<file path="src/rtl/als_pkg.sv">
// Shared types and constants for the ambient-light display path.
package als_pkg;

  // Conversion sequencer states.
  typedef enum logic [1:0] {
    IDLE  = 2'd0,
    LOAD  = 2'd1,
    SHIFT = 2'd2,
    DONE  = 2'd3
  } state_t;

  // Active-low gfedcba segment patterns.
  localparam logic [6:0] SEG_0     = 7'h40;
  localparam logic [6:0] SEG_1     = 7'h79;
  localparam logic [6:0] SEG_2     = 7'h24;
  localparam logic [6:0] SEG_3     = 7'h30;
  localparam logic [6:0] SEG_4     = 7'h19;
  localparam logic [6:0] SEG_5     = 7'h12;
  localparam logic [6:0] SEG_6     = 7'h02;
  localparam logic [6:0] SEG_7     = 7'h78;
  localparam logic [6:0] SEG_8     = 7'h00;
  localparam logic [6:0] SEG_9     = 7'h10;
  localparam logic [6:0] SEG_BLANK = 7'h7F;

  // All anodes off (active-low).
  localparam logic [3:0] AN_OFF = 4'hF;

  // Map one BCD digit to its segment pattern; non-decimal codes show blank.
  function automatic logic [6:0] seg_of(input logic [3:0] d);
    case (d)
      4'd0:    return SEG_0;
      4'd1:    return SEG_1;
      4'd2:    return SEG_2;
      4'd3:    return SEG_3;
      4'd4:    return SEG_4;
      4'd5:    return SEG_5;
      4'd6:    return SEG_6;
      4'd7:    return SEG_7;
      4'd8:    return SEG_8;
      4'd9:    return SEG_9;
      default: return SEG_BLANK;
    endcase
  endfunction

  // Double-dabble correction: add 3 to every BCD nibble that is 5 or more.
  function automatic logic [11:0] dabble_adjust(input logic [11:0] b);
    logic [11:0] r;
    r = b;
    for (int i = 0; i < 3; i++) begin
      if (r[4*i +: 4] >= 4'd5) r[4*i +: 4] = r[4*i +: 4] + 4'd3;
    end
    return r;
  endfunction

endpackage

</file>
<file path="src/rtl/bin2bcd_seq.sv">
// Sequential 8-bit binary to 3-digit BCD converter (shift-add-3).
// start is honoured only when idle; bin is sampled in the LOAD cycle, and
// bcd holds the final result from the DONE cycle until the next LOAD.
module bin2bcd_seq
  import als_pkg::*;
(
  input  logic        clk,
  input  logic        rst_n,
  input  logic        start,
  input  logic [7:0]  bin,
  output logic        busy,
  output logic        done,
  output logic [11:0] bcd
);

  state_t      state_q, state_d;
  logic [19:0] shreg_q, shreg_d;   // {hundreds, tens, units, binary}
  logic [2:0]  cnt_q, cnt_d;

  // State, shift register and bit counter.
  // NOTE: clocked state uses non-blocking assignments so every register sees
  // pre-edge values of the others, regardless of statement order.
  always_ff @(posedge clk or negedge rst_n) begin
    if (!rst_n) begin
      state_q <= IDLE;
      shreg_q <= '0;
      cnt_q   <= '0;
    end else begin
      state_q <= state_d;
      shreg_q <= shreg_d;
      cnt_q   <= cnt_d;
    end
  end

  // Next-state and datapath: load, eight adjust-and-shift steps, done.
  // NOTE: every output of this block is given a default first, so no path
  // can leave a value unassigned and infer a latch.
  always_comb begin
    state_d = state_q;
    shreg_d = shreg_q;
    cnt_d   = cnt_q;
    case (state_q)
      IDLE:  if (start) state_d = LOAD;
      LOAD: begin
        shreg_d = {12'd0, bin};
        cnt_d   = 3'd0;
        state_d = SHIFT;
      end
      SHIFT: begin
        shreg_d = {dabble_adjust(shreg_q[19:8]), shreg_q[7:0]} << 1;
        cnt_d   = cnt_q + 3'd1;
        if (cnt_q == 3'd7) state_d = DONE;
      end
      DONE:    state_d = IDLE;
      default: state_d = IDLE;
    endcase
  end

  assign busy = (state_q != IDLE);
  assign done = (state_q == DONE);
  assign bcd  = shreg_q[19:8];

endmodule

</file>
<file path="src/rtl/als_display.sv">
// PmodALS consumer: synchronises read_flag, averages the last 2^AVG_LOG2
// samples, converts the average to BCD and multiplexes a 4-digit display.
module als_display
  import als_pkg::*;
#(
  parameter int AVG_LOG2    = 2,
  parameter int REFRESH_DIV = 50000
) (
  input  logic       clk,
  input  logic       rst_n,
  input  logic [7:0] data,
  input  logic       read_flag,
  output logic [7:0] value,
  output logic       value_valid,
  output logic [6:0] seg,
  output logic [3:0] an,
  output logic       dp
);

  localparam int DEPTH = 1 << AVG_LOG2;
  localparam int SUM_W = 8 + AVG_LOG2;
  localparam int CNT_W = (REFRESH_DIV > 1) ? $clog2(REFRESH_DIV) : 1;

  logic f1, f2, f3;
  logic rise;

  logic [7:0]          samp_q [DEPTH];
  logic [SUM_W-1:0]    sum_q;
  logic [AVG_LOG2-1:0] idx_q;
  logic [7:0]          avg;

  logic        pending_q;
  logic        start, busy, done;
  logic [11:0] bcd;

  logic [7:0] value_q;
  logic [3:0] hund_q, tens_q, units_q;

  logic [CNT_W-1:0] refresh_q;
  logic [1:0]       digit_q;
  logic [6:0]       seg_q, seg_nx;
  logic [3:0]       an_q, an_nx;

  // Three-flop chain on read_flag; a capture is the first cycle f2 is high.
  always_ff @(posedge clk or negedge rst_n) begin
    if (!rst_n) {f3, f2, f1} <= 3'b000;
    else        {f3, f2, f1} <= {f2, f1, read_flag};
  end

  assign rise = f2 & ~f3;

  // Running sum over a circular sample buffer; data is stable by the time
  // the synchronised flag rises, so it is taken directly.
  // NOTE: the sample buffer is reset because the average deliberately ramps
  // up from zero after reset; a RAM without reset would start from garbage.
  always_ff @(posedge clk or negedge rst_n) begin
    if (!rst_n) begin
      for (int i = 0; i < DEPTH; i++) samp_q[i] <= '0;
      sum_q <= '0;
      idx_q <= '0;
    end else if (rise) begin
      samp_q[idx_q] <= data;
      sum_q         <= sum_q - SUM_W'(samp_q[idx_q]) + SUM_W'(data);
      idx_q         <= idx_q + AVG_LOG2'(1);
    end
  end

  assign avg = sum_q[SUM_W-1:AVG_LOG2];

  // Remember a capture that arrives while a conversion is in flight.
  always_ff @(posedge clk or negedge rst_n) begin
    if (!rst_n)            pending_q <= 1'b0;
    else if (rise && busy) pending_q <= 1'b1;
    else if (start)        pending_q <= 1'b0;
  end

  assign start = ~busy & (rise | pending_q);

  bin2bcd_seq u_bcd (
    .clk   (clk),
    .rst_n (rst_n),
    .start (start),
    .bin   (avg),
    .busy  (busy),
    .done  (done),
    .bcd   (bcd)
  );

  // Publish the average and its digits when a conversion completes.
  always_ff @(posedge clk or negedge rst_n) begin
    if (!rst_n) begin
      value_q <= '0;
      hund_q  <= '0;
      tens_q  <= '0;
      units_q <= '0;
    end else if (done) begin
      value_q <= avg;
      hund_q  <= bcd[11:8];
      tens_q  <= bcd[7:4];
      units_q <= bcd[3:0];
    end
  end

  // Segment/anode pattern for the digit about to be shown; leading zeros blank.
  always_comb begin
    seg_nx = SEG_BLANK;
    an_nx  = AN_OFF ^ (4'b0001 << digit_q);
    case (digit_q)
      2'd0:    seg_nx = seg_of(units_q);
      2'd1:    if (hund_q != 4'd0 || tens_q != 4'd0) seg_nx = seg_of(tens_q);
      2'd2:    if (hund_q != 4'd0) seg_nx = seg_of(hund_q);
      default: seg_nx = SEG_BLANK;
    endcase
  end

  // Refresh timer; seg and an load together on wrap so digits never smear.
  always_ff @(posedge clk or negedge rst_n) begin
    if (!rst_n) begin
      refresh_q <= '0;
      digit_q   <= '0;
      seg_q     <= SEG_BLANK;
      an_q      <= AN_OFF;
    end else if (refresh_q == CNT_W'(REFRESH_DIV - 1)) begin
      refresh_q <= '0;
      digit_q   <= digit_q + 2'd1;
      seg_q     <= seg_nx;
      an_q      <= an_nx;
    end else begin
      refresh_q <= refresh_q + CNT_W'(1);
    end
  end

  assign value       = value_q;
  assign value_valid = done;
  assign seg         = seg_q;
  assign an          = an_q;
  assign dp          = 1'b1;

endmodule

</file>
<file path="config.mk">
export PLATFORM = sky130hd
export DESIGN_NAME = als_display
export DESIGN_NICKNAME = d
export VERILOG_FILES = /design/src/rtl/als_pkg.sv /design/src/rtl/bin2bcd_seq.sv /design/src/rtl/als_display.sv
export SDC_FILE = /design/constraint.sdc
export NUM_CORES = 1
export LEC_CHECK = 0
export CORE_MARGIN = 2
export CORE_UTILIZATION = 45
export CTS_CLUSTER_DIAMETER = 120
export DETAILED_ROUTE_END_ITERATION = 6
export GPL_ROUTABILITY_DRIVEN = 0
export PLACE_DENSITY = 0.65
export SLEW_MARGIN = 10
export SYNTH_ARGS = -nofsm -noshare
export SYNTH_HDL_FRONTEND = slang
export SYNTH_HIERARCHICAL = 1
export SYNTH_SLANG_ARGS = --single-unit
</file>
<file path="constraint.sdc">
create_clock -name clk -period 5.6 [get_ports clk]
set_input_delay 1.4 -clock clk [delete_from_list [all_inputs] [get_ports clk]]
set_output_delay 1.4 -clock clk [all_outputs]
set_load 0.02 [all_outputs]
</file>
After elaboration in Yosys (flattened, before gate mapping)
Memory sizes are Yosys's and may differ from the RTL's.
Cells that the tools add are included.
{"block": "word_totals", "out_inout_bits": 21, "wordCells": 86, "register_bits": 122, "n_memories": 3, "mem_bits_ro": 336}
{"memory": "(no name shown)", "depth": 16, "word_bits": 7, "read_ports": 1, "rd_ports_with_merged_regs": 0, "wr": 0, "line": "als_pkg.sv:30", "rtl": "case (d)"}
{"memory": "(no name shown)", "depth": 16, "word_bits": 7, "read_ports": 1, "rd_ports_with_merged_regs": 0, "wr": 0, "line": "als_pkg.sv:30"}
{"memory": "(no name shown)", "depth": 16, "word_bits": 7, "read_ports": 1, "rd_ports_with_merged_regs": 0, "wr": 0, "line": "als_pkg.sv:30"}
{"block": "classes", "n_bitwise": 7, "n_reduce_logical": 11, "n_eq_ne": 9, "add_sub_neg": 9, "magnitude_cmp": 5, "shifts": 1, "n_mux": 20}
{"cell": "20-bit one-hot mux with 2 select lines", "n": 1}
{"cell": "32-bit bitwise mux", "n": 1}
{"cell": "8-bit 2-to-1 mux", "n": 3}
{"cell": "7-bit one-hot mux with 3 select lines", "n": 1}
{"cell": "16-bit by 1-bit adder with 16-bit output (second input constant)", "n": 1}
{"cell": "8-bit binary-select mux with 2-bit select", "n": 1}
{"cell": "8-bit demux with 2-bit select", "n": 1}
{"cell": "16-bit == test (second input constant)", "n": 1}
{"cell": "16-bit 2-to-1 mux", "n": 1}
{"cell": "7-bit 2-to-1 mux", "n": 2}
{"cell": "4-bit by 3-bit >= comparator with 1-bit output (second input constant)", "n": 3}
{"cell": "10-bit by 8-bit adder with 10-bit output", "n": 1}
{"cell": "10-bit by 8-bit subtractor with 10-bit output", "n": 1}
{"cell": "4-bit by 2-bit adder with 4-bit output (second input constant)", "n": 2}
{"cell": "4-bit 2-to-1 mux", "n": 2}
{"cell": "2-bit one-hot mux with 4 select lines", "n": 1}
{"cell": "4-bit nonzero test", "n": 2}
{"cell": "2-bit == test (second input constant)", "n": 3}
{"cell": "3-bit one-hot mux with 2 select lines", "n": 1}
{"cell": "2-bit nonzero test", "n": 3}
{"cell": "2-bit by 1-bit adder with 2-bit output (second input constant)", "n": 2}
{"cell": "2-bit by 1-bit == test with 1-bit output (second input constant)", "n": 2}
{"cell": "2-bit logical NOT", "n": 2}
{"cell": "2-bit 2-to-1 mux", "n": 2}
{"cell": "other kinds (18)", "n": 22}

Logic depth before layout (Yosys ltp)
Gate-level depths: netlist of the first run.
{"block": "depth", "ltp_word": 6, "mapped_depth": 11, "ltp_nobuf": 10}

Modules after synthesis
The synthesis of the first run kept the hierarchy.
{"mod": "als_display", "cells_per_inst": 532, "instances": 1, "area_per_inst_um2": 5346.4}
{"mod": "bin2bcd_seq", "cells_per_inst": 145, "instances": 1, "area_per_inst_um2": 1441.4}

Least setup slack after synthesis of the first run
No wires, ideal clock.
{"block": "synth_path", "path_kind": "input -> register", "from": "input port data[1]", "to": "register sum_q[8]", "path_slack_ns": 2.023, "n_path_buf": 0, "arrival_ns": 3.453, "stages": 9, "setup_time_ns": 0.125, "path_cell_list": "inv_1 fa_1 inv_1 fa_1 a21o_1 a311oi_1 o31ai_1 xor2_1 mux2_2"}
{"block": "synth_between", "elab_chain_len": 1}
{"item": "start: declaration", "line": "als_display.sv:11", "rtl": "input logic [7:0] data,"}
{"item": "10-bit by 8-bit adder with 10-bit output", "line": "als_display.sv:63", "rtl": "sum_q <= sum_q - SUM_W'(samp_q[idx_q]) + SUM_W'(data);"}
{"item": "end signal: assignment", "line": "als_display.sv:63"}
{"item": "end: declaration", "line": "als_display.sv:28", "rtl": "logic [SUM_W-1:0] sum_q;"}
Every way passes these cells.
A chain may end at the register's enable or synchronous reset.

Final worst setup path of the first run
{"block": "layout_path", "from": "input port data[6]", "to": "register sum_q[9]"}
Same word-level chain as after synthesis.

==> results of run 1 <==
[power by group]
part / internal (mW) / switching (mW)
clock: 0.813 / 0.397
combinational: 0.911 / 1.11
sequential: 1.14 / 0.206
[per-layer routing]
layer,up-vias,wire (um),track usage (%)
met5,-,0,0
li1,2334,-,-
met1,2328,6267,23.33
met3,22,418,4.007
met4,0,211,7.304
met2,92,6215,28.15
[critical path, cell delays in order]
cell and delay (ps):
clkdlybuf4s50_1 450, inv_1 90, fa_1 540, inv_1 40
ha_1 340, nor3_1 90, or4_1 470, and3b_1 230
nor4_1 50, a2111oi_1 390
[cells in the mapped netlist (3+ instances only)]
cell	count	share of area [%]
buf_4	14	1.5
a22o_1	3	0.39
nand2_1	68	3.8
a21oi_2	3	0.39
and3_1	6	0.55
buf_2	4	0.29
nand3_1	11	0.81
xnor2_1	15	1.9
clkbuf_1	19	1.1
o21ai_0	76	5.6
and4_1	3	0.39
ha_1	48	8.8
xor2_1	12	1.5
inv_1	61	3.4
nand2b_1	15	1.4
dfrtp_1	111	41
nor4_1	3	0.28
nor2b_1	4	0.37
nand4_1	4	0.37
nor2_1	40	2.2
a221oi_1	3	0.39
mux2i_1	9	1.3
a211oi_1	7	0.77
dfstp_2	11	4.3
mux2_2	21	3.5
nor3_1	5	0.37
a31oi_1	8	0.74
a21o_1	5	0.55
or2_2	3	0.28
and2_1	3	0.28
mux4_2	8	2.7
o22ai_1	4	0.37
fa_1	8	2.4
a21oi_1	27	2.0
[state kept, by name, summed over array words and instances (netlist names), 3 cells and up]
name and count:
u_bcd/cnt_q 3, samp_q 32, refresh_q 16, value 8
tens_q 4, an 4, seg 7, sum_q 10
hund_q 4, u_bcd/shreg_q 20, units_q 4
[cell families (layout without fill, tap and decap cells)]
kind of cell	after synthesis	count (layout)	share of synthesized area (%)
multiplexers	38	38	7.465
flip-flops	122	122	45.18
AND/OR/NAND/NOR	176	176	12.35
adder cells (fa/ha/maj)	56	56	11.21
XOR/XNOR	27	27	3.484
AO/OA/AOI/OAI	156	156	13.60
buffers and inverters	101	125	6.654
other	1	1	0.05525
[worst paths after layout]
path	slack [ps]	cells past startpoint	end	from
setup / recovery	1800	10	sum_q[9]	data[6]
hold / removal	350	0	f2	f1
setup reg to reg	2020	9	sum_q[9]	idx_q[0]
hold reg to reg	350	0	f2	f1
max in group asynchronous	3240	2	idx_q[0]	rst_n
min in group asynchronous	1070	1	refresh_q[4]	rst_n
[through the flow]
stage               hold WS [ps]  area [um^2]
floorplan                  331.2         6788
global placement           331.4         7108
detailed placement         339.6         7108
CTS                        352.9         7761
global route               358.1         7761
finish                     348.8         7761
[layout by cell type (no fill, tap or decap), types with 3 or more instances in the layout]
master and instances:
a211oi_1 7, a21o_1 5, a21oi_1 27, a21oi_2 3, a221oi_1 3, a22o_1 3
a31oi_1 8, and2_1 3, and3_1 6, and4_1 3, buf_4 3, bufinv_16 5
clkbuf_16 17, clkdlybuf4s50_1 29, dfrtp_1 111, dfstp_2 11, fa_1 8, ha_1 48
inv_1 61, mux2_2 21, mux2i_1 9, mux4_2 8, nand2_1 68, nand2b_1 15
nand3_1 11, nand4_1 4, nor2_1 40, nor2b_1 4, nor3_1 5, nor4_1 3
o21ai_0 76, o22ai_1 4, or2_2 3, xnor2_1 15, xor2_1 12
[cell type report]
type,instances,share of cell area (%)
clock inverters,11,2.483
repair buffers,32,4.030
inverters,61,2.950
clock buffers,21,5.933
multi-input cells,454,42.12
flip-flops and latches,122,39.51
well taps,184,2.966
==> results.yml, run 1 <==
outcome:
  status: "finished, final reports clean"
synthesis:
  syn_avg_cell_area_um2: 10.03
  synthArstFlopShare_pct: 100.0
  synth_edf_count: 0
  ys_ff_latch: 122
  synth_cell_types: 60
  synth_cells: 677
  syn_nets: 744
  synth_flop_cell: "dfrtp_1"
  ys.warnings.count: 6
  ys_seq_area_share_pct: 45.18
  netlist_area_mm2: 0.006788
timing:
  finalMaxSlewViolations: 0
  fin_setup_tns_ps: 0
  layout_setup_ws_ps: 1803
  grt_setup_unrepaired: "no"
  relSlewSlack_pct: 35.65
  worst_clock_skew_ps: 7.877
  finalCritPeriodShare_pct: 67.80
  max_slew.worst_pin.slew_ps: 965.3
  period_minus_slack_ps: 3797
  setup_viol: 0
  fmax_mhz: 263.4
  finalHoldViolCount: 0
power:
  leakage_nw: 3.449
  p_total_mw: 4.579
  power_density_mw_per_mm2: 590.0
  irDropWorstVdd_uv: 406.0
global_routing:
  gr-usage-all-layers_pct: 17.63
  grt_max_degree: 64
  grt_pass1_wl_um: 22790
  antenna_found_initial: 0
  first_global_vias: 4783
  grt_overflow_total: 0
critical_path:
  crit_path_start_kind: "primary input"
  cp.arrival_ps: 4090
  critPathRequiredTime_ps: 5890
  path_class: "primary input to flop"
  path_max_fanout: 5
  cp-end-kind: "flop"
final_layout:
  num-fill-cells: 1301
  multi_input_area_mm2: 0.003269
  final_core_util_pct: 53.00
  final_cells: 885
  areaGrowthSynthToFinish_pct: 14.34
  drive_above_1_share_pct: 11.84
  antenna_cells: 0
  final_nets: 755
  seq_area_mm2: 0.003067
routing:
  viasPerCell: 5.397
  drt_iter0_markers: 295
  wirelength_um: 13110
  final_antenna_net_count: 0
  first_pass_iters: 5
  vias: 4776
  drcViolationCount: 0
  wire_per_inst_um: 14.82
clock_network:
  root_buffer: "clkbuf_16"
  post_cts_buffers: 0
  cts_buffers: 17
  clkTransAtPathRegs_ps: 60
  h-tree-depth: 4
  holdBufCountCts: 0
  cts_sinks: 122
  clk_latency_ps: 420
  clk_path_buf_depth: 2
  cts_resized: 0
  tritoncts: "yes"
die:
  fp-row-count: 44
  die_w_um: 126.8
  coreArea_mm2: 0.01464
  dieArea_mm2: 0.01608
  ioPinCount: 32
  die_y_um: 126.8
  start_util_pct: 46.35
placement:
  placed_cells: 853
  place_hpwl_um: 8875
  place_worst_setup_slack_ps: 1379
  port_buffers: 30
flow_run:
  maxCapViolCount: 0
hold_path:
  hold_class: "flop to flop"
(Power assumes the default switching activity.)
==> run 2, diff against run 1 <==
Clock period 5.6 ns to 4 ns, I/O delays scaled along.
==> results.yml, run 2 (synthesis results as in run 1) <==
placement:
  place_hpwl_um: 9005
  port_buffers: 30
critical_path:
  path_class: "flop to flop"
  cp.arrival_ps: 3890
  cp-end-kind: "flop"
  crit_path_start_kind: "flop"
  path_max_fanout: 9
  critPathRequiredTime_ps: 4290
routing:
  vias: 4714
  wire_per_inst_um: 14.87
  drcViolationCount: 0
  first_pass_iters: 5
  drt_iter0_markers: 340
  wirelength_um: 13190
  final_antenna_net_count: 0
  viasPerCell: 5.315
clock_network:
  cts_sinks: 122
  cts_resized: 0
  h-tree-depth: 4
  clkTransAtPathRegs_ps: 60
  cts_buffers: 17
  clk_latency_ps: 420
  tritoncts: "yes"
  post_cts_buffers: 0
  holdBufCountCts: 0
  clk_path_buf_depth: 2
  root_buffer: "clkbuf_16"
hold_path:
  hold_class: "flop to flop"
timing:
  finalMaxSlewViolations: 0
  worst_clock_skew_ps: 8.878
  fin_setup_tns_ps: 0
  finalCritPeriodShare_pct: 89.91
  fmax_mhz: 278.0
  setup_viol: 0
  grt_setup_unrepaired: "no"
  max_slew.worst_pin.slew_ps: 789.2
  finalHoldViolCount: 0
  relSlewSlack_pct: 47.39
  period_minus_slack_ps: 3597
final_layout:
  final_nets: 757
  largest_register_ff_count: 32
  multi_input_area_mm2: 0.003269
  seq_area_mm2: 0.003067
  layout_common_cells: "dfrtp_1 (111), o21ai_0 (76), nand2_1 (68)"
  areaGrowthSynthToFinish_pct: 13.81
  antenna_cells: 0
  drive_above_1_share_pct: 11.66
  final_common_cell: "dfrtp_1"
  reg_top3: "samp_q x32, u_bcd/shreg_q x20, refresh_q x16"
  num-fill-cells: 1307
  largest_register: "samp_q"
die:
  dieArea_mm2: 0.01608
  ioPinCount: 32
  die_y_um: 126.8
  coreArea_mm2: 0.01464
  die_w_um: 126.8
  start_util_pct: 46.35
  fp-row-count: 44
power:
  swShare_pct: 38.40
  power_frac_seq_pct: 30.0
  p_switching_mw: 2.430
  irDropWorstVdd_uv: 493.1
  p_clk_share_pct: 24.4
  p_total_mw: 6.329
  p_int_mw: 3.899
  power_density_mw_per_mm2: 819.3
  power_frac_comb_pct: 45.6
  leakage_nw: 3.438
global_routing:
  grt_max_degree: 105
  antenna_found_initial: 0
  first_global_vias: 4795
  gr-usage-all-layers_pct: 17.80
  grt_overflow_total: 0
  grt_pass1_wl_um: 22960
outcome:
  status: "finished, final reports clean"
flow_run:
  maxCapViolCount: 0
run 2: cell types whose count changed in the layout (fill, tap and decap cells not counted), moves of 2 or more:
| cell | previous run | this run |
|---|---|---|
| clkinv_4 | 2 | 0 |
| bufinv_16 | 5 | 3 |
| clkinv_2 | 2 | 4 |
| clkbuf_1 | 2 | 5 |
run 2: worst paths after layout:
path	startpoint	to	slack (ps)	cells past startpoint
max	idx_q[0]	sum_q[9]	400	9
min	f1	f2	360	0
max reg2reg	idx_q[0]	sum_q[9]	400	9
min reg2reg	f1	f2	360	0
max in group asynchronous	rst_n	samp_q[21]	2710	2
min in group asynchronous	rst_n	refresh_q[5]	450	1
run 2: layout make-up:
type | count | area share, %
inverters | 61 | 2.964
clock inverters | 8 | 1.523
well taps | 184 | 2.980
repair buffers | 34 | 4.406
multi-input cells | 454 | 42.32
flip-flops and latches | 122 | 39.70
clock buffers | 24 | 6.106
run 2: power by group through the flow:
stage,registers (mW),clock network (mW),logic [mW]
2_1_floorplan,1.82,0,2.28
3_3_place_gp,1.88,0,2.78
3_5_place_dp,1.91,0,2.86
4_1_cts,1.90,1.57,2.89
5_1_grt,1.95,1.63,3.30
6_report,1.90,1.54,2.89
run 2: worst max-delay path: stages (launching register included):
cell and delay [ps]:
dfrtp_1 740, mux4_2 610, fa_1 490, inv_1 40
ha_1 350, nor3_1 90, or4_1 490, and3b_1 230
nor4_1 50, a2111oi_1 390
run 2: metrics by stage:
step / util (%) / hold WS, ps / area [um^2] / cells / setup WS [ps]
after floorplan: - / 331.2 / 6788 / 677 / 546.3
after global placement: 48.73 / 331.8 / 7136 / 855 / 241.7
after detailed placement: 48.73 / 342.6 / 7136 / 855 / 206.4
after CTS: 52.75 / 358.2 / 7725 / 887 / 435.9
after global routing: 52.75 / 365.8 / 7725 / 887 / 170.7
final: 52.75 / 356.7 / 7725 / 887 / 403.5
run 2: layer usage:
| layer | vias up | GRT usage (%) | part of all wire (%) |
|---|---|---|---|
| met3 | 18 | 4.892 | 3.6 |
| li1 | 2329 | - | - |
| met5 | - | 0 | 0 |
| met1 | 2290 | 23.96 | 48 |
| met2 | 77 | 27.55 | 46 |
| met4 | 0 | 6.917 | 1.7 |
